$ cat src/rtl/btn_conditioner.sv
// Five-channel push-button conditioner: synchronize, debounce, then emit a clean
// level, a one-cycle press pulse and a press-plus-auto-repeat enable per channel.
module btn_conditioner #(
    parameter int N_BTN           = 5,
    parameter int DEBOUNCE_CYCLES = 1000000,
    parameter int REPEAT_DELAY    = 50000000,
    parameter int REPEAT_PERIOD   = 10000000
) (
    input  logic             clk,
    input  logic             rst,
    input  logic [N_BTN-1:0] btn_raw,
    output logic [N_BTN-1:0] btn_db,
    output logic [N_BTN-1:0] btn_scen,
    output logic [N_BTN-1:0] btn_mcen
);

    localparam int MAX_AB = (DEBOUNCE_CYCLES > REPEAT_DELAY) ? DEBOUNCE_CYCLES : REPEAT_DELAY;
    localparam int MAX_P  = (MAX_AB > REPEAT_PERIOD) ? MAX_AB : REPEAT_PERIOD;
    localparam int CW     = $clog2(MAX_P) + 1;

    localparam logic [CW-1:0] DB_CNT  = CW'(DEBOUNCE_CYCLES);
    localparam logic [CW-1:0] RD_CNT  = CW'(REPEAT_DELAY);
    localparam logic [CW-1:0] RP_CNT  = CW'(REPEAT_PERIOD);
    localparam logic [CW-1:0] CNT_ONE = CW'(1);

    typedef enum logic [1:0] {IDLE, PRESS_WAIT, PRESSED, RELEASE_WAIT} state_t;

    for (genvar i = 0; i < N_BTN; i++) begin : g_chan
        state_t        state_q, state_d;
        logic          s1_q, s2_q;
        logic [CW-1:0] cnt_q, cnt_d;
        logic [CW-1:0] rep_q, rep_d, rep_inc, rep_target;
        logic          rep_phase_q, rep_phase_d;
        logic          db_q, db_d, scen_q, scen_d, mcen_q, mcen_d;

        always_ff @(posedge clk) begin
            if (rst) state_q <= IDLE;
            else     state_q <= state_d;
        end

        always_ff @(posedge clk) begin
            if (rst) begin
                s1_q        <= 1'b0;
                s2_q        <= 1'b0;
                cnt_q       <= '0;
                rep_q       <= '0;
                rep_phase_q <= 1'b0;
                db_q        <= 1'b0;
                scen_q      <= 1'b0;
                mcen_q      <= 1'b0;
            end else begin
                s1_q        <= btn_raw[i];
                s2_q        <= s1_q;
                cnt_q       <= cnt_d;
                rep_q       <= rep_d;
                rep_phase_q <= rep_phase_d;
                db_q        <= db_d;
                scen_q      <= scen_d;
                mcen_q      <= mcen_d;
            end
        end

        always_comb begin
            state_d = state_q;
            case (state_q)
                IDLE:         if (s2_q) state_d = PRESS_WAIT;
                PRESS_WAIT:   if (!s2_q) state_d = IDLE;
                              else if (cnt_q == DB_CNT) state_d = PRESSED;
                PRESSED:      if (!s2_q) state_d = RELEASE_WAIT;
                RELEASE_WAIT: if (s2_q) state_d = PRESSED;
                              else if (cnt_q == DB_CNT) state_d = IDLE;
                default:      state_d = IDLE;
            endcase
        end

        // rep_phase selects the first (delay) or subsequent (period) repeat interval;
        // rep restarts at every pulse so it never exceeds the larger interval.
        always_comb begin
            rep_inc     = rep_q + CNT_ONE;
            rep_target  = rep_phase_q ? RP_CNT : RD_CNT;
            rep_d       = '0;
            rep_phase_d = 1'b0;
            scen_d      = 1'b0;
            mcen_d      = 1'b0;
            cnt_d       = '0;
            db_d        = (state_d == PRESSED) || (state_d == RELEASE_WAIT);

            if ((state_d == PRESS_WAIT) || (state_d == RELEASE_WAIT))
                cnt_d = (state_d != state_q) ? CNT_ONE : cnt_q + CNT_ONE;

            if (state_d == PRESSED) begin
                if (state_q != PRESSED) begin
                    // a bounce back from RELEASE_WAIT only restarts the repeat timer
                    scen_d = (state_q == PRESS_WAIT);
                    mcen_d = (state_q == PRESS_WAIT);
                end else if (rep_inc == rep_target) begin
                    rep_phase_d = 1'b1;
                    mcen_d      = 1'b1;
                end else begin
                    rep_d       = rep_inc;
                    rep_phase_d = rep_phase_q;
                end
            end
        end

        assign btn_db[i]   = db_q;
        assign btn_scen[i] = scen_q;
        assign btn_mcen[i] = mcen_q;
    end

endmodule
$ cat config.mk
export PLATFORM = sky130hd
export DESIGN_NAME = btn_conditioner
export DESIGN_NICKNAME = d
export VERILOG_FILES = /design/src/rtl/btn_conditioner.sv
export SDC_FILE = /design/constraint.sdc
export NUM_CORES = 1
export LEC_CHECK = 0
export BUFFER_PORTS_ARGS = -buffer_cell sky130_fd_sc_hd__buf_2
export CAP_MARGIN = 10
export CORE_MARGIN = 3
export CORE_UTILIZATION = 55
export DETAILED_ROUTE_END_ITERATION = 6
export GPL_TIMING_DRIVEN = 1
export PLACE_DENSITY = 0.7
export SLEW_MARGIN = 30
export SYNTH_ARGS = -nofsm -noshare
export SYNTH_HDL_FRONTEND = slang
export SYNTH_SLANG_ARGS = --single-unit
$ cat constraint.sdc
create_clock -name clk -period 5.3 [get_ports clk]
set_input_delay 0.795 -clock clk [delete_from_list [all_inputs] [get_ports clk]]
set_output_delay 0.795 -clock clk [all_outputs]
set_load 0.02 [all_outputs]
==> results of run 1 <==
==> kinds of logic (layout without fill, tap and decap cells) <==
kind of cell	Yosys count	count (layout)
flops	310	310
simple gates	967	967
xor+xnor	241	241
compound gates	153	153
mux	15	15
buf+inv	129	120
fa+ha+maj	16	16
==> critical path: cells and delay by family, from the launching register on <==
family	cells	cell delay, ns
flip-flops	1	0.44
buffers and inverters	1	0.23
AND/OR/NAND/NOR	5	1.48
adder cells (fa/ha/maj)	1	0.32
AO/OA/AOI/OAI	2	0.87
==> cell usage after synthesis, drive strengths merged (6+ instances only) <==
| cell type | n |
|---|---|
| nor2b | 23 |
| buf | 42 |
| o21ai | 28 |
| nor3 | 87 |
| nand2 | 143 |
| nor2 | 273 |
| nor4b | 10 |
| nor4 | 62 |
| and3 | 41 |
| a211oi | 25 |
| and4 | 19 |
| a21oi | 34 |
| inv | 37 |
| or3 | 19 |
| a31oi | 9 |
| or2 | 7 |
| nand4 | 85 |
| xnor2 | 122 |
| and4b | 8 |
| clkbuf | 50 |
| mux2i | 13 |
| dfxtp | 310 |
| o21a | 6 |
| nand3 | 123 |
| nand3b | 9 |
| ha | 16 |
| and2 | 12 |
| xor2 | 119 |
| or4 | 16 |
| a21boi | 6 |
| nor3b | 15 |
==> how the worst min path moves through the flow <==
stage                     end  cells past startpoint  slack [ns]           start
3_5_place_dp   g_chan[0].s2_q                      1        0.43  g_chan[0].s1_q
5_1_grt        g_chan[4].s2_q                      1        0.46  g_chan[4].s1_q
6_report       g_chan[0].s2_q                      1        0.43  g_chan[0].s1_q
2_1_floorplan  g_chan[0].s2_q                      1        0.41  g_chan[0].s1_q
4_1_cts        g_chan[0].s2_q                      1        0.44  g_chan[0].s1_q
3_3_place_gp   g_chan[0].s2_q                      1        0.43  g_chan[0].s1_q
==> flip-flops by register name, indices dropped and copies added (netlist names) <==
name	cells
g_chan.s1_q	5
g_chan.s2_q	5
g_chan.rep_phase_q	5
g_chan.state_q	10
g_chan.rep_q	135
g_chan.db_q	5
g_chan.scen_q	5
g_chan.mcen_q	5
g_chan.cnt_q	135
==> through the flow <==
step / std cells / setup slack, ns / utilization [%] / instance area (µm²)
after CTS: 2191 / 1.66 / 60.9 / 16500
after global routing: 2194 / 1.58 / 61.0 / 16500
after global placement: 2133 / 1.76 / 56.9 / 15400
final: 2194 / 1.83 / 61.0 / 16500
after floorplan: 1831 / 2.17 / - / 15300
after detailed placement: 2133 / 1.66 / 56.9 / 15400
==> where the power goes <==
part           internal, mW  switching [mW]
Sequential             2.34         0.00526
Clock                  1.34           0.916
Combinational       0.00712         0.00943
Total                  3.69           0.930
==> area by class of cell <==
class / instances / share of cell area [%]
Multi-Input combinational cell: 1392 / 51.5
Sequential cell: 310 / 37.5
Clock buffer: 48 / 5.70
Tap cell: 372 / 2.81
Timing Repair Buffer: 25 / 0.885
Inverter: 37 / 0.840
Clock inverter: 10 / 0.749
==> layer usage <==
metal,vias up,part of all wire [%],GRT usage [%]
met3,56,4.2,2.96
li1,6395,-,-
met4,0,1.7,4.80
met1,5848,50,29.5
met5,-,0,0
met2,269,44,32.4
==> results.cfg, run 1 <==
[clock_network]
hold_buffers = 0
clkLatencyLatePin_ns = 0.51
numCtsBuffers = 34
cts_resized = 0
cts_tree = yes
clockBufferDepth = 3
clk_pin_slew_ns = 0.06
postCtsSetupBuffers = 0
cts_max_level = 2
cts_root_buf = clkbuf_16
clock-sinks = 310

[logic_synthesis]
synth-xor-area-share_pct = 13.8
synth_top_area_share_pct = 40.6
synth.largest_area_cell = dfxtp_1
ys_dominant_reg_cell = dfxtp_1
synth_compound_area_share_pct = 7.00
synth_cells = 1831
synthMuxAreaShare_pct = 0.999
syn_area_um2 = 15300
synth_top_family_by_area = simple AND/OR/NAND/NOR gates
async_flop_share_pct = 0
synth-simple-area-share_pct = 32.5
yosys-top-cells-area = dfxtp_1 41%, xnor2_1 7.0%, xor2_1 6.8%, nor2_1 6.7%, nand3_1 4.0%
synth_fa_ha_area_share_pct = 1.31
ys_warn_count = 0
avgSynthCellArea_um2 = 8.35
ys_types = 69
synth-seq-area-share_pct = 40.6
synth_edf_count = 0
ys_seq_elements = 310
syn-num-nets = 1854

[place]
place.gp.congestion = 0.880
portBuffers = 21
dp_hpwl_um = 21200

[worst_hold_path]
hold_class = register to register

[sta]
hold_viol_final = 0
holdWs_ns = 0.435
tightest_slew_ns = 0.864
fin_crit_sh_pct = 65.5
slew_violations = 0
skew_ns = 0.0138
tns_ns = 0
rsz0062_at_grt = false
max_freq_ghz = 0.288
period_minus_slack_ns = 3.47
report.final.setup_viol = 0
maxSlewHeadroom_pct = 41.9

[detailed_routing]
drc = 0
vias_per_cell = 5.73
ant_nets = 0
first_pass_iters = 5
route.detailed.wl_per_inst_um = 14.2
routed_wl_um = 31200
vias = 12600
drt_iter0_markers = 923

[critical_path]
cp-endpoint = g_chan[4].rep_q[9]
arrival_ns = 3.83
worstRegToRegCells = 9
startpoint = g_chan[4].rep_q[0]
crit_chain = ha_1, nand2_1, or4_1, or4_1, a22oi_1, nand4_1, a2111oi_4, buf_6, nor3_1
crit_type = register to register
crit_fanout = 9
required_ns = 5.66
reg2reg_to = g_chan[4].rep_q[9]
timing.rr.start = g_chan[4].rep_q[0]
max_stage_delay_ns = 0.67
end_kind = register
path_common_cell = or4_1
cp-start-kind = register
reg2reg_slack_ns = 1.83
critPathSlowestCell = a2111oi_4

[cells_and_area]
final_nets = 1823
final_cell_mix = 310 x dfxtp_1, 273 x nor2_1, 141 x nand2_1
final_common_cell = dfxtp_1
syn_to_final_growth_pct = 8.22
n_antenna_cell = 0
fill_cells = 2428
multi_input_area_um2 = 8510
final_layout_size_suffix_gt1_share_pct = 5.21
register_area_um2 = 6210

[grt]
grt-ovfl-total = 0
grt_start_max_net_pins = 32
antenna_found_initial = 0
grt_pass1_vias = 11500
grt_pass1_wl_um = 54000
grt.total_usage_pct = 20.4

[power]
max-vdd-ir-drop_mv = 0.260
p_total_mw = 4.62
p_leak_nw = 5.04
powerDensity_nw_per_um2 = 279

[floorplanning]
ios = 22
coreArea_um2 = 27100
die_h_um = 173
rows = 60
dieArea_um2 = 29800
die_width_um = 173
initial_core_util_pct = 56.4

[status]
status = complete, no violations

[run]
max-cap-violations = 0
Note: power is estimated with default switching activity, not from simulation.
==> run 2: changes to the inputs <==
--- a/config.mk
+++ b/config.mk
@@ -5,6 +5,7 @@
 export SDC_FILE = /design/constraint.sdc
 export NUM_CORES = 1
 export LEC_CHECK = 0
+export ABC_AREA = 1
 export BUFFER_PORTS_ARGS = -buffer_cell sky130_fd_sc_hd__buf_2
 export CAP_MARGIN = 10
 export CORE_MARGIN = 3
==> constraint.sdc (replaced) <==
create_clock -name clk -period 3.3 [get_ports clk]
set_input_delay 0.495 -clock clk [delete_from_list [all_inputs] [get_ports clk]]
set_output_delay 0.495 -clock clk [all_outputs]
set_load 0.02 [all_outputs]
==> run 2 against run 1 <==
  * Cell area is 7.2% higher
  * First-iteration DRC count is 14% lower
  * Non-clock buffer count is 1 lower
  * Hold slack worse by 0.24 ns
  * Core utilization is 0.41 points higher
  * Critical endpoint is now g_chan[2].rep_q[4]
==> results.cfg, run 2 <==
[cells_and_area]
reg.largest.list = g_chan.cnt_q: 135 flops, g_chan.rep_q: 135 flops, g_chan.state_q: 10 flops
n_antenna_cell = 0
final_nets = 2507
multi_input_area_um2 = 8420
final_layout_size_suffix_gt1_share_pct = 5.97
register_area_um2 = 6210
final_cell_mix = 622 x nand2_1, 496 x nor2_1, 346 x inv_1
final_common_cell = nand2_1
fin_cells = 2895
fin_area_um2 = 17700
syn_to_final_growth_pct = 9.24
fill_cells = 2782

[sta]
maxSlewHeadroom_pct = 39.7
fin_crit_sh_pct = 76.6
tightest_slew_ns = 0.903
slew_violations = 0
rsz0062_at_grt = false
report.final.setup_viol = 0
max_freq_ghz = 0.395
skew_ns = 0.0156
period_minus_slack_ns = 2.53
finalWorstSetupSlack_ns = 0.771
hold_viol_final = 0
tns_ns = 0
holdWs_ns = 0.192

[critical_path]
required_ns = 3.68
crit_fanout = 27
crit_type = register to register
cp-start-kind = register
reg2reg_slack_ns = 0.77
end_kind = register
arrival_ns = 2.91

[place]
preCtsSetupSlack_ns = 0.762
dp_hpwl_um = 24900
portBuffers = 21
place.gp.congestion = 0.897
post_dp_cell_area_um2 = 16600
dpl.cell_count = 2831

[logic_synthesis]
synth.most_common_cell = nand2_1
synth_top_area_share_pct = 38.2
ys_warn_count = 0
synth-seq-area-share_pct = 38.2
ys_dominant_reg_cell = dfxtp_1
yosys-top-cells-area = dfxtp_1 38%, nand2_1 14%, nor2_1 11%, inv_1 8.0%, nand3_1 4.3%
synth.largest_area_cell = dfxtp_1
synth_cells = 2461
avgSynthCellArea_um2 = 6.59
syn_area_um2 = 16200
ys_types = 42
synth_edf_count = 0
async_flop_share_pct = 0
syn-num-nets = 2484
ys_seq_elements = 310
synthTopCellsByCount = 622 x nand2_1, 496 x nor2_1, 346 x inv_1, 310 x dfxtp_1, 139 x nand3_1

[clock_network]
clock-sinks = 310
clockBufferDepth = 3
clkLatencyLatePin_ns = 0.51
hold_buffers = 0
postCtsSetupBuffers = 0
numCtsBuffers = 35
cts_resized = 0
clk_pin_slew_ns = 0.06
cts_root_buf = clkbuf_16
cts_max_level = 2
cts_tree = yes

[floorplanning]
die_width_um = 178
dieArea_um2 = 31600
rows = 62
ios = 22
coreArea_um2 = 28900
initial_core_util_pct = 56.2
die_h_um = 178

[detailed_routing]
route.detailed.wl_per_inst_um = 11.5
first_pass_iters = 5
routed_wl_um = 33400
drc = 0
vias = 14400
drt_iter0_markers = 796
ant_nets = 0
vias_per_cell = 4.99

[grt]
grt_start_max_net_pins = 28
grt_pass1_wl_um = 57900
antenna_found_initial = 0
grt_pass1_vias = 13200
grt.total_usage_pct = 21.3
grt-ovfl-total = 0

[power]
max-vdd-ir-drop_mv = 0.422
p_leak_nw = 6.38
powerDensity_nw_per_um2 = 432

[worst_hold_path]
hold_class = input port to register

[run]
max-cap-violations = 0

[status]
status = complete, no violations
-- run 2: cell count changes in the layout (fill, tap and decap cells not counted), moves of 44 or more --
cell	previous run	this run
nand2_1	141	622
inv_1	37	346
nor2_1	273	496
xnor2_1	122	36
xor2_1	119	68
nor4_1	59	15
-- run 2: kinds of logic after synthesis --
family,share of synthesized area [%]
AO/OA/AOI/OAI,3.73
AND/OR/NAND/NOR,41.3
flip-flops,38.2
XOR/XNOR,5.61
buffers and inverters,9.85
adder cells (fa/ha/maj),1.23
-- run 2: per-layer routing --
| layer | vias to the layer above | wire, µm | GRT usage, % |
|---|---|---|---|
| met3 | 47 | 1080 | 2.85 |
| met5 | - | 0 | 0 |
| met1 | 6471 | 16600 | 29.3 |
| met4 | 0 | 540 | 4.65 |
| met2 | 199 | 15200 | 35.8 |
| li1 | 7716 | - | - |
-- run 2: per-stage QoR --
| step | utilization, % | power (mW) |
|---|---|---|
| after global placement | 57.4 | 3.87 |
| after global routing | 61.4 | 7.91 |
| final | 61.4 | 7.66 |
| after floorplan | - | 3.86 |
| after detailed placement | 57.4 | 3.87 |
| after CTS | 61.4 | 7.75 |
-- run 2: worst paths after layout --
kind	from	endpoint	depth (start not counted)
setup / recovery	g_chan[2].rep_q[0]	g_chan[2].rep_q[4]	14
hold / removal	btn_raw[1]	g_chan[1].s1_q	3
setup reg to reg	g_chan[2].rep_q[0]	g_chan[2].rep_q[4]	14
hold reg to reg	g_chan[3].s1_q	g_chan[3].s2_q	2
-- run 2: critical path, stage by stage (launching register included) --
cell and delay [ns]:
dfxtp_1 0.42, ha_1 0.21, nand2_1 0.12, nor2_4 0.20
nand2_2 0.14, nor2_2 0.15, nand2_1 0.07, nand2_1 0.10
nand3_1 0.08, nor2_1 0.10, nand3_1 0.09, nand2_1 0.10
nand3_1 0.10, nand2_2 0.42, nor2_1 0.09
-- run 2: power breakdown --
| group | switching [mW] | internal, mW |
|---|---|---|
| clock | 1.54 | 2.33 |
| combinational | 0.0219 | 0.0111 |
| sequential | 0.00735 | 3.75 |
| total | 1.56 | 6.10 |
-- run 2: layout make-up --
class	count	share of cell area, %
multi-input cells	1761	47.5
inverters	352	7.45
repair buffers	24	0.720
flip-flops and latches	310	35.0
well taps	384	2.71
clock inverters	13	0.798
clock buffers	51	5.79
==> run 3: changes to the inputs <==
==> constraint.sdc (replaced) <==
create_clock -name clk -period 2.42 [get_ports clk]
set_input_delay 0.363 -clock clk [delete_from_list [all_inputs] [get_ports clk]]
set_output_delay 0.363 -clock clk [all_outputs]
set_load 0.02 [all_outputs]
==> run 3 against run 2 <==
  * Core utilization is 3.5 points higher
  * Sequential share of layout area is 1.8 points lower
  * Clock power is 52% higher
  * Clock skew is 0.0015 ns lower
  * Cell area is 5.6% higher
  * Critical path type unchanged
  * Largest power group unchanged
==> results.cfg, run 3 (synthesis results as in run 2) <==
[status]
status = complete, no violations

[critical_path]
startpoint = g_chan[3].rep_q[1]
critPathSlowestCell = dfxtp_1
crit_type = register to register
worst-path-buf-inv = 0
crit_chain = ha_1, nand2_2, nor2_4, nand2_2, nand2_1, nand2_1, nor2_1, nand3_1, nor2_1, nand3_1, nor2_4, nand3_4, nand2_8, nor2_1
path_common_cell = nor2_1
cp-start-kind = register
max_stage_delay_ns = 0.35
crit_fanout = 13
worstRegToRegCells = 14
arrival_ns = 2.72
required_ns = 2.82
end_kind = register
crit_family = simple AND/OR/NAND/NOR gates
reg2reg_to = g_chan[3].rep_q[16]
reg2reg_slack_ns = 0.1
timing.rr.start = g_chan[3].rep_q[1]

[sta]
tns_ns = 0
report.final.setup_viol = 0
tightest_slew_ns = 0.656
rsz0062_at_grt = true
skew_ns = 0.0140
fin_crit_sh_pct = 95.9
period_minus_slack_ns = 2.32
slew_violations = 0
finalWorstSetupSlack_ns = 0.0981
maxSlewHeadroom_pct = 56.2
hold_viol_final = 0
max_freq_ghz = 0.431

[grt]
grt.total_usage_pct = 22.0
antenna_found_initial = 0
grt-ovfl-total = 0
grt_pass1_vias = 13300
grt_pass1_wl_um = 59500
grt_start_max_net_pins = 28

[cells_and_area]
fill_cells = 2611
final_cell_mix = 608 x nand2_1, 470 x nor2_1, 344 x inv_1
final_common_cell = nand2_1
syn_to_final_growth_pct = 15.4
reg.largest.list = g_chan.cnt_q: 135 flops, g_chan.rep_q: 135 flops, g_chan.state_q: 10 flops
final_layout_size_suffix_gt1_share_pct = 10.5
fin_cells = 2933
final_nets = 2546
n_antenna_cell = 0
postLayoutCoreUtil_pct = 64.9
fin_area_um2 = 18700

[floorplanning]
dieArea_um2 = 31600
die_width_um = 178
die_h_um = 178
ios = 22
rows = 62
initial_core_util_pct = 56.2
coreArea_um2 = 28900

[place]
dp_hpwl_um = 25500
dpl.cell_count = 2850
post_dp_cell_area_um2 = 16700
preCtsSetupSlack_ns = 0.0168
portBuffers = 21
place.gp.congestion = 0.937

[clock_network]
cts_max_level = 2
clockBufferDepth = 3
clkLatencyLatePin_ns = 0.52
numCtsBuffers = 36
cts_root_buf = clkbuf_16
cts_tree = yes
clk_pin_slew_ns = 0.06
clock-sinks = 310
hold_buffers = 0

[power]
p_leak_nw = 6.72
powerDensity_nw_per_um2 = 590
max-vdd-ir-drop_mv = 0.630

[worst_hold_path]
whs_path_depth = 3
min-delay-start = btn_raw[4]
hold_end = g_chan[4].s1_q
hold_class = input port to register

[detailed_routing]
route.detailed.wl_per_inst_um = 12.5
drt_iter0_markers = 938
vias_per_cell = 5.09
ant_nets = 0
drc = 0
vias = 14900
first_pass_iters = 6
routed_wl_um = 36700

[run]
max-cap-violations = 0
run 3: metal layers:
layer / vias up / GRT usage [%] / share of wire (%)
li1: 7818 / - / -
met1: 6788 / 30.5 / 48
met2: 253 / 36.3 / 46
met3: 59 / 2.89 / 4.0
met4: 0 / 5.56 / 1.8
met5: - / 0 / 0
run 3: worst register-to-register path, stage by stage, from the launching register on:
cell and delay (ns):
dfxtp_1 0.35, ha_1 0.20, nand2_2 0.10, nor2_4 0.26, nand2_2 0.13, nand2_1 0.08
nand2_1 0.07, nor2_1 0.12, nand3_1 0.10, nor2_1 0.13, nand3_1 0.12, nor2_4 0.15
nand3_4 0.18, nand2_8 0.17, nor2_1 0.05
run 3: where the power goes:
| part | switching, mW | internal [mW] |
|---|---|---|
| Sequential | 0.00916 | 5.11 |
| Combinational | 0.0307 | 0.0167 |
| Clock | 2.13 | 3.76 |
| Total | 2.17 | 8.89 |
run 3: cell type report:
cell class | instances | area (µm²) | area share, %
clock buffer | 51 | 1080 | 5.77
sequential | 310 | 6220 | 33.2
timing repair buffer | 51 | 394 | 2.10
clock inverter | 13 | 233 | 1.24
inverter | 352 | 1320 | 7.06
tap | 384 | 480 | 2.57
multi-input combinational | 1772 | 9000 | 48.1
run 3: what timing repair did:
item	4_1_cts	5_1_grt
setup endpoints to repair	30	144
gates cloned	0	14
resized for setup	2	106
setup buffers	0	5
pin swaps	0	37
run 3: how the worst max path moves through the flow:
stage,end,slack [ns],depth (start not counted)
after CTS,g_chan[3].rep_q[17],0.005,12
final,g_chan[3].rep_q[16],0.1,14
after global routing,g_chan[0].rep_q[20],-0.08,14
after detailed placement,g_chan[0].rep_q[18],0.02,14
after global placement,g_chan[3].rep_q[9],0.12,12
after floorplan,g_chan[3].rep_q[9],0.28,13
run 3: through the flow:
| stage | power (mW) | hold WS (ns) |
|---|---|---|
| finish | 11.1 | 0.0543 |
| global route | 11.4 | 0.0596 |
| CTS | 11.2 | 0.0406 |
| detailed placement | 5.28 | 0.401 |
| global placement | 5.28 | 0.393 |
| floorplan | 5.26 | 0.388 |
